### src/rtl/seg_scan_pkg.sv
`default_nettype none
// +--------------------------------------------------------------------------+
// | seg_scan_pkg : shared FSM state type, segment codes and pow10 helper     |
// | Revision     : 1.0                                                       |
// +--------------------------------------------------------------------------+
package seg_scan_pkg;

  typedef enum logic [1:0] {
    ST_IDLE   = 2'd0,
    ST_SHIFT  = 2'd1,
    ST_COMMIT = 2'd2
  } scan_state_t;

  // Active-low segment codes, bit order gfedcba
  localparam logic [6:0] SEG_0     = 7'h40;
  localparam logic [6:0] SEG_1     = 7'h79;
  localparam logic [6:0] SEG_2     = 7'h24;
  localparam logic [6:0] SEG_3     = 7'h30;
  localparam logic [6:0] SEG_4     = 7'h19;
  localparam logic [6:0] SEG_5     = 7'h12;
  localparam logic [6:0] SEG_6     = 7'h02;
  localparam logic [6:0] SEG_7     = 7'h78;
  localparam logic [6:0] SEG_8     = 7'h00;
  localparam logic [6:0] SEG_9     = 7'h10;
  localparam logic [6:0] SEG_BLANK = 7'h7F;

  function automatic int unsigned pow10(input int unsigned n);
    int unsigned r;
    r = 1;
    for (int unsigned i = 0; i < n; i++) begin
      r = r * 32'd10;
    end
    return r;
  endfunction

endpackage
`default_nettype wire

### src/rtl/seg7_nibble_dec.sv
`default_nettype none
// +--------------------------------------------------------------------------+
// | seg7_nibble_dec : nibble to active-low seven-segment decoder (>9 blank)  |
// | Revision        : 1.0                                                    |
// +--------------------------------------------------------------------------+
module seg7_nibble_dec
  import seg_scan_pkg::*;
(
  input  logic [3:0] i_nibble,
  output logic [6:0] o_seg
);

  always_comb begin
    o_seg = SEG_BLANK;
    case (i_nibble)
      4'd0:    o_seg = SEG_0;
      4'd1:    o_seg = SEG_1;
      4'd2:    o_seg = SEG_2;
      4'd3:    o_seg = SEG_3;
      4'd4:    o_seg = SEG_4;
      4'd5:    o_seg = SEG_5;
      4'd6:    o_seg = SEG_6;
      4'd7:    o_seg = SEG_7;
      4'd8:    o_seg = SEG_8;
      4'd9:    o_seg = SEG_9;
      default: o_seg = SEG_BLANK;
    endcase
  end

endmodule
`default_nettype wire

### src/rtl/seg_scan_display.sv
`default_nettype none
// +--------------------------------------------------------------------------+
// | seg_scan_display : binary->BCD (double dabble) with multiplexed 7-seg    |
// |                    scanning. Define SEG_SCAN_LZB_EN for leading-zero     |
// |                    blanking.                                             |
// | Revision         : 1.0                                                   |
// +--------------------------------------------------------------------------+
module seg_scan_display
  import seg_scan_pkg::*;
#(
  parameter int N_DIGITS = 4,
  parameter int BIN_W    = 14
) (
  input  logic                slw_clk,
  input  logic                rst,
  input  logic [BIN_W-1:0]    bin,
  input  logic                load,
  output logic                busy,
  output logic                done,
  output logic                ovf,
  output logic [N_DIGITS-1:0] an_cntrl,
  output logic [6:0]          seg_cntrl
);

  localparam int          BCD_W     = 4 * N_DIGITS;
  localparam int          SCAN_W    = $clog2(N_DIGITS);
  localparam int          CNT_W     = $clog2(BIN_W + 1);
  localparam int unsigned OVF_LIMIT = pow10(N_DIGITS) - 32'd1;

  scan_state_t       r_state;
  logic [BIN_W-1:0]  r_bin;
  logic [BCD_W-1:0]  r_bcd;
  logic [BCD_W-1:0]  r_disp;
  logic [CNT_W-1:0]  r_cnt;
  logic [SCAN_W-1:0] r_scan;
  logic              r_ovf_next;
  logic              r_ovf;
  logic              r_busy;
  logic              r_done;

  logic [31:0]         w_bin_ext;
  logic [BCD_W-1:0]    w_adj;
  logic [3:0]          w_nibble;
  logic [N_DIGITS-1:0] w_an;

  assign w_bin_ext = {{(32 - BIN_W){1'b0}}, bin};

  // Double-dabble correction: add 3 to every BCD nibble >= 5 before the shift
  always_comb begin
    w_adj = r_bcd;
    for (int d = 0; d < N_DIGITS; d++) begin
      if (r_bcd[4*d +: 4] >= 4'd5) begin
        w_adj[4*d +: 4] = r_bcd[4*d +: 4] + 4'd3;
      end
    end
  end

  always_ff @(posedge slw_clk or posedge rst) begin
    if (rst) begin
      r_state    <= ST_IDLE;
      r_bin      <= '0;
      r_bcd      <= '0;
      r_disp     <= '0;
      r_cnt      <= '0;
      r_ovf_next <= 1'b0;
      r_ovf      <= 1'b0;
      r_busy     <= 1'b0;
      r_done     <= 1'b0;
    end else begin
      r_done <= 1'b0;
      case (r_state)
        ST_IDLE: begin
          if (load) begin
            r_bin      <= bin;
            r_bcd      <= '0;
            r_cnt      <= '0;
            r_ovf_next <= (w_bin_ext > OVF_LIMIT);
            r_busy     <= 1'b1;
            r_state    <= ST_SHIFT;
          end
        end
        ST_SHIFT: begin
          r_bcd <= {w_adj[BCD_W-2:0], r_bin[BIN_W-1]};
          r_bin <= {r_bin[BIN_W-2:0], 1'b0};
          if (r_cnt == CNT_W'(BIN_W - 1)) begin
            r_state <= ST_COMMIT;
          end else begin
            r_cnt <= r_cnt + 1'b1;
          end
        end
        ST_COMMIT: begin
          r_disp  <= r_ovf_next ? {N_DIGITS{4'h9}} : r_bcd;
          r_ovf   <= r_ovf_next;
          r_done  <= 1'b1;
          r_busy  <= 1'b0;
          r_state <= ST_IDLE;
        end
        default: begin
          r_busy  <= 1'b0;
          r_state <= ST_IDLE;
        end
      endcase
    end
  end

  // Free-running scan pointer, independent of the conversion FSM
  always_ff @(posedge slw_clk or posedge rst) begin
    if (rst) begin
      r_scan <= '0;
    end else if (r_scan == SCAN_W'(N_DIGITS - 1)) begin
      r_scan <= '0;
    end else begin
      r_scan <= r_scan + 1'b1;
    end
  end

  always_comb begin
    w_nibble = 4'd0;
    w_an     = '1;
    for (int d = 0; d < N_DIGITS; d++) begin
      if (r_scan == SCAN_W'(d)) begin
        w_nibble = r_disp[4*d +: 4];
        w_an[d]  = 1'b0;
      end
    end
  end

`ifdef SEG_SCAN_LZB_EN
  logic [SCAN_W-1:0] w_msd;

  // Highest nonzero digit; slots above it are dark, digit 0 always lit
  always_comb begin
    w_msd = '0;
    for (int d = 0; d < N_DIGITS; d++) begin
      if (r_disp[4*d +: 4] != 4'd0) begin
        w_msd = SCAN_W'(d);
      end
    end
  end

  assign an_cntrl = (r_scan > w_msd) ? '1 : w_an;
`else
  assign an_cntrl = w_an;
`endif

  seg7_nibble_dec u_dec (
    .i_nibble (w_nibble),
    .o_seg    (seg_cntrl)
  );

  assign busy = r_busy;
  assign done = r_done;
  assign ovf  = r_ovf;

endmodule
`default_nettype wire

### config.mk
export PLATFORM = sky130hd
export DESIGN_NAME = seg_scan_display
export DESIGN_NICKNAME = d
export VERILOG_FILES = /design/src/rtl/seg_scan_pkg.sv /design/src/rtl/seg7_nibble_dec.sv /design/src/rtl/seg_scan_display.sv
export SDC_FILE = /design/constraint.sdc
export NUM_CORES = 1
export LEC_CHECK = 0
export BUFFER_PORTS_ARGS = -buffer_cell sky130_fd_sc_hd__buf_2
export CORE_ASPECT_RATIO = 0.9
export CORE_UTILIZATION = 50
export CTS_CLUSTER_DIAMETER = 200
export CTS_CLUSTER_SIZE = 25
export DETAILED_ROUTE_END_ITERATION = 10
export PLACE_DENSITY = 0.67
export SLEW_MARGIN = 20
export SYNTH_ARGS = -nofsm -noshare
export SYNTH_HDL_FRONTEND = slang
export SYNTH_SLANG_ARGS = --single-unit
### constraint.sdc
create_clock -name slw_clk -period 4.4 [get_ports slw_clk]
set_clock_uncertainty 0.05 [all_clocks]
set_input_delay 0.66 -clock slw_clk [delete_from_list [all_inputs] [get_ports slw_clk]]
set_output_delay 0.66 -clock slw_clk [all_outputs]
set_load 0.02 [all_outputs]
==> impl_metrics.json <==
{
  "drc_errors": 0,
  "first_global_vias": 2319,
  "grt_setup_unrepaired": "false",
  "nFillCells": 511,
  "layout_commonest_cell": "dfrtp_1",
  "syn-instance-count": 328,
  "cp.required_ps": 3690,
  "end_kind": "primary output",
  "timing.fmax_mhz": 310.2,
  "cts_tree": "built",
  "ff2ff_setup_slack_ps": 2500,
  "regToRegEndpoint": "ovf",
  "p_leak_nw": 1.699,
  "n_antenna_cell": 0,
  "postPlaceCellArea_sq_um": 3254,
  "synth_warnings": 0,
  "die_w_microns": 84.81,
  "grt_usage": 0.2120,
  "finalSetupViolCount": 0,
  "synth_xor_xnor_area_share": 0.01419,
  "cts.sinks": 58,
  "antenna_found_initial": 0,
  "finalInstanceArea_sq_um": 3418,
  "ys_seq_area_frac": 0.4704,
  "tightestPinTransition_ps": 942.8,
  "arrival_ps": 2510,
  "area_delta_synth_final_pct": 10.79,
  "min_period_ps": 3224,
  "clk_latency_ps": 330,
  "synth_fa_ha_area_frac": 0.06083,
  "detail_route.first_pass.iterations": 6,
  "yosys.area_share.simple": 0.1582,
  "rr_worst_depth": 3,
  "drtIter0Drc": 146,
  "relSlewSlack": 0.3700,
  "synth-compound-area-share": 0.1732,
  "hold_path.class": "flip-flop to flip-flop",
  "min_period_over_period": 0.7326,
  "cts_buffers": 9,
  "multiInputGateArea_sq_um": 1449,
  "grt_max_degree": 43,
  "r2r_start": "r_state[0]",
  "clock_path_buffers": 2,
  "ant_nets": 0,
  "synth_edf_count": 0,
  "endpoint": "seg_cntrl[3]",
  "wl_per_cell_microns": 14.07,
  "syn_avg_cell_area_sq_um": 9.407,
  "synth_top_family_by_area": "compound AO/OA/AOI/OAI gates",
  "start_util": 0.5299,
  "postCtsSetupRepairBufs": 0,
  "ys_dominant_reg_cell": "dfrtp_1",
  "hold_path_depth": 2,
  "power_density_nw_per_um2": 693.7,
  "muxShareOfSynthArea": 0.06204,
  "dp_hpwl_microns": 4157,
  "nets": 387,
  "finalHoldViolCount": 0,
  "seqCellArea_sq_um": 1451,
  "boundaryPins": 31,
  "critPathLaunch": "r_scan[0]",
  "cap_violations": 0,
  "async_flop_share": 1.000,
  "ys_ff_latch": 58,
  "status": "finished, final reports clean",
  "layout-drive-gt1-share": 0.1639,
  "slew_viol_final": 0,
  "wl_microns": 6051,
  "syn_area_sq_um": 3085,
  "vias_per_cell": 5.493,
  "cts_max_level": 3,
  "critPathLaunchType": "flip-flop",
  "grt_remaining_overflow": 0,
  "cp_max_fo": 16,
  "grt_pass1_wl_microns": 10800,
  "fin_setup_tns_ps": 0,
  "die-area_sq_um": 6490,
  "vias": 2362,
  "rows": 26,
  "cts_resized": 0,
  "hold_buffers": 0,
  "ctsRootBufferMaster": "clkbuf_8",
  "die_h_microns": 76.53,
  "syn_nets": 360,
  "portBuffers": 30,
  "clk_pin_slew_ps": 70,
  "worst-setup-path-type": "flip-flop to primary output",
  "core_area_sq_um": 5823,
  "irDropWorstVdd_mv": 0.3304,
  "gp_congestion": 0.8222,
  "layout_common_cells": "58 x dfrtp_1, 47 x nand2_1, 40 x o21ai_0",
  "synth.distinct_cells": 41
}
-- cells in the mapped netlist (2+ instances only) --
cell type  instances  area (sq um)
ha_1              15         187.7
nor3_1             7         35.03
nor3b_1            5         37.54
o22ai_1            2         12.51
o21ai_1            3         15.01
a21oi_1           16         80.08
xnor2_1            4         35.03
nand2_1           47         176.4
nand2b_1           8         50.05
o31ai_1            7         52.55
nand3b_1           4         30.03
a22o_1             5         43.79
inv_1             24         90.09
a221oi_2           2         30.03
a211oi_1           4         30.03
buf_2              3         15.01
mux2i_1           18         180.2
clkbuf_1           8         30.03
buf_6              3         33.78
o21ai_0           40         200.2
a221o_2            3         33.78
nor2_1            16         60.06
nand3_1            7         35.03
inv_2              3         11.26
dfrtp_1           58          1451
-- flip-flops by register name, summed over array words and instances (netlist names) --
signal      flops
r_bcd          16
r_disp         16
r_bin          14
r_cnt           4
r_scan          2
r_state         2
busy            1
done            1
ovf             1
r_ovf_next      1
-- worst max-delay path: stages, from the launching register on --
cell and delay (ps):
dfrtp_1 390, ha_1 540, a211oi_1 90, a221o_2 430, inv_2 100, ha_1 250
o22ai_1 190, buf_2 190
-- cells by family (layout without fill, tap and decap cells) --
group | after synthesis | after routing
adders and majority gates | 15 | 15
and+or+nand+nor | 102 | 102
AOI/OAI and AO/OA | 86 | 86
buffers and inverters | 43 | 75
DFF | 58 | 58
xor gates and xnor gates | 5 | 5
muxes | 19 | 19
-- cell type report --
type                            count  area share
Inverter                           27     0.02965
Sequential cell                    58      0.4246
Clock buffer                       13     0.04356
Timing Repair Buffer               32     0.04832
Clock inverter                      3    0.004392
Tap cell                           70     0.02562
Multi-Input combinational cell    227      0.4239
-- through the flow --
stage          total power, W    util  setup WS [ps]  hold WS (ps)  instances
3_3_place_gp         0.001933  0.5589           1634         411.2        414
2_1_floorplan        0.001716       -           1714         398.5        328
3_5_place_dp         0.001966  0.5589           1542         422.8        414
4_1_cts              0.002385  0.5870           1182         437.5        430
5_1_grt              0.002589  0.5870           1022         462.5        430
6_report             0.002371  0.5870           1176         430.5        430
-- report_power, final --
| group | leakage [nW] | total [W] | internal, W | switching [W] |
|---|---|---|---|---|
| logic | 0.871 | 0.00102 | 0.000432 | 0.000591 |
| registers | 0.741 | 0.000935 | 0.000750 | 0.000185 |
| clock network | 0.0872 | 0.000413 | 0.000217 | 0.000196 |
| total | 1.70 | 0.00237 | 0.00140 | 0.000972 |
-- metal layers --
layer	GRT usage	routed length [microns]	share of wire	up-vias
li1	-	-	-	1182
met1	0.2853	3026	0.50	1138
met2	0.3333	2747	0.45	36
met3	0.05959	220	0.036	6
met4	0.06441	56	0.0093	0
met5	0	0	0	-
-- worst min path at each step --
| stage | from | end | slack [ps] |
|---|---|---|---|
| finish | r_bin[7] | r_bin[7] | 430 |
| global route | r_bin[12] | r_bin[12] | 460 |
| CTS | r_bcd[13] | r_bcd[13] | 440 |
| detailed placement | r_bin[7] | r_bin[7] | 420 |
| global placement | r_bin[7] | r_bin[7] | 410 |
| floorplan | r_disp[13] | r_disp[13] | 400 |
No activity file was read; power rests on OpenSTA's default activity.
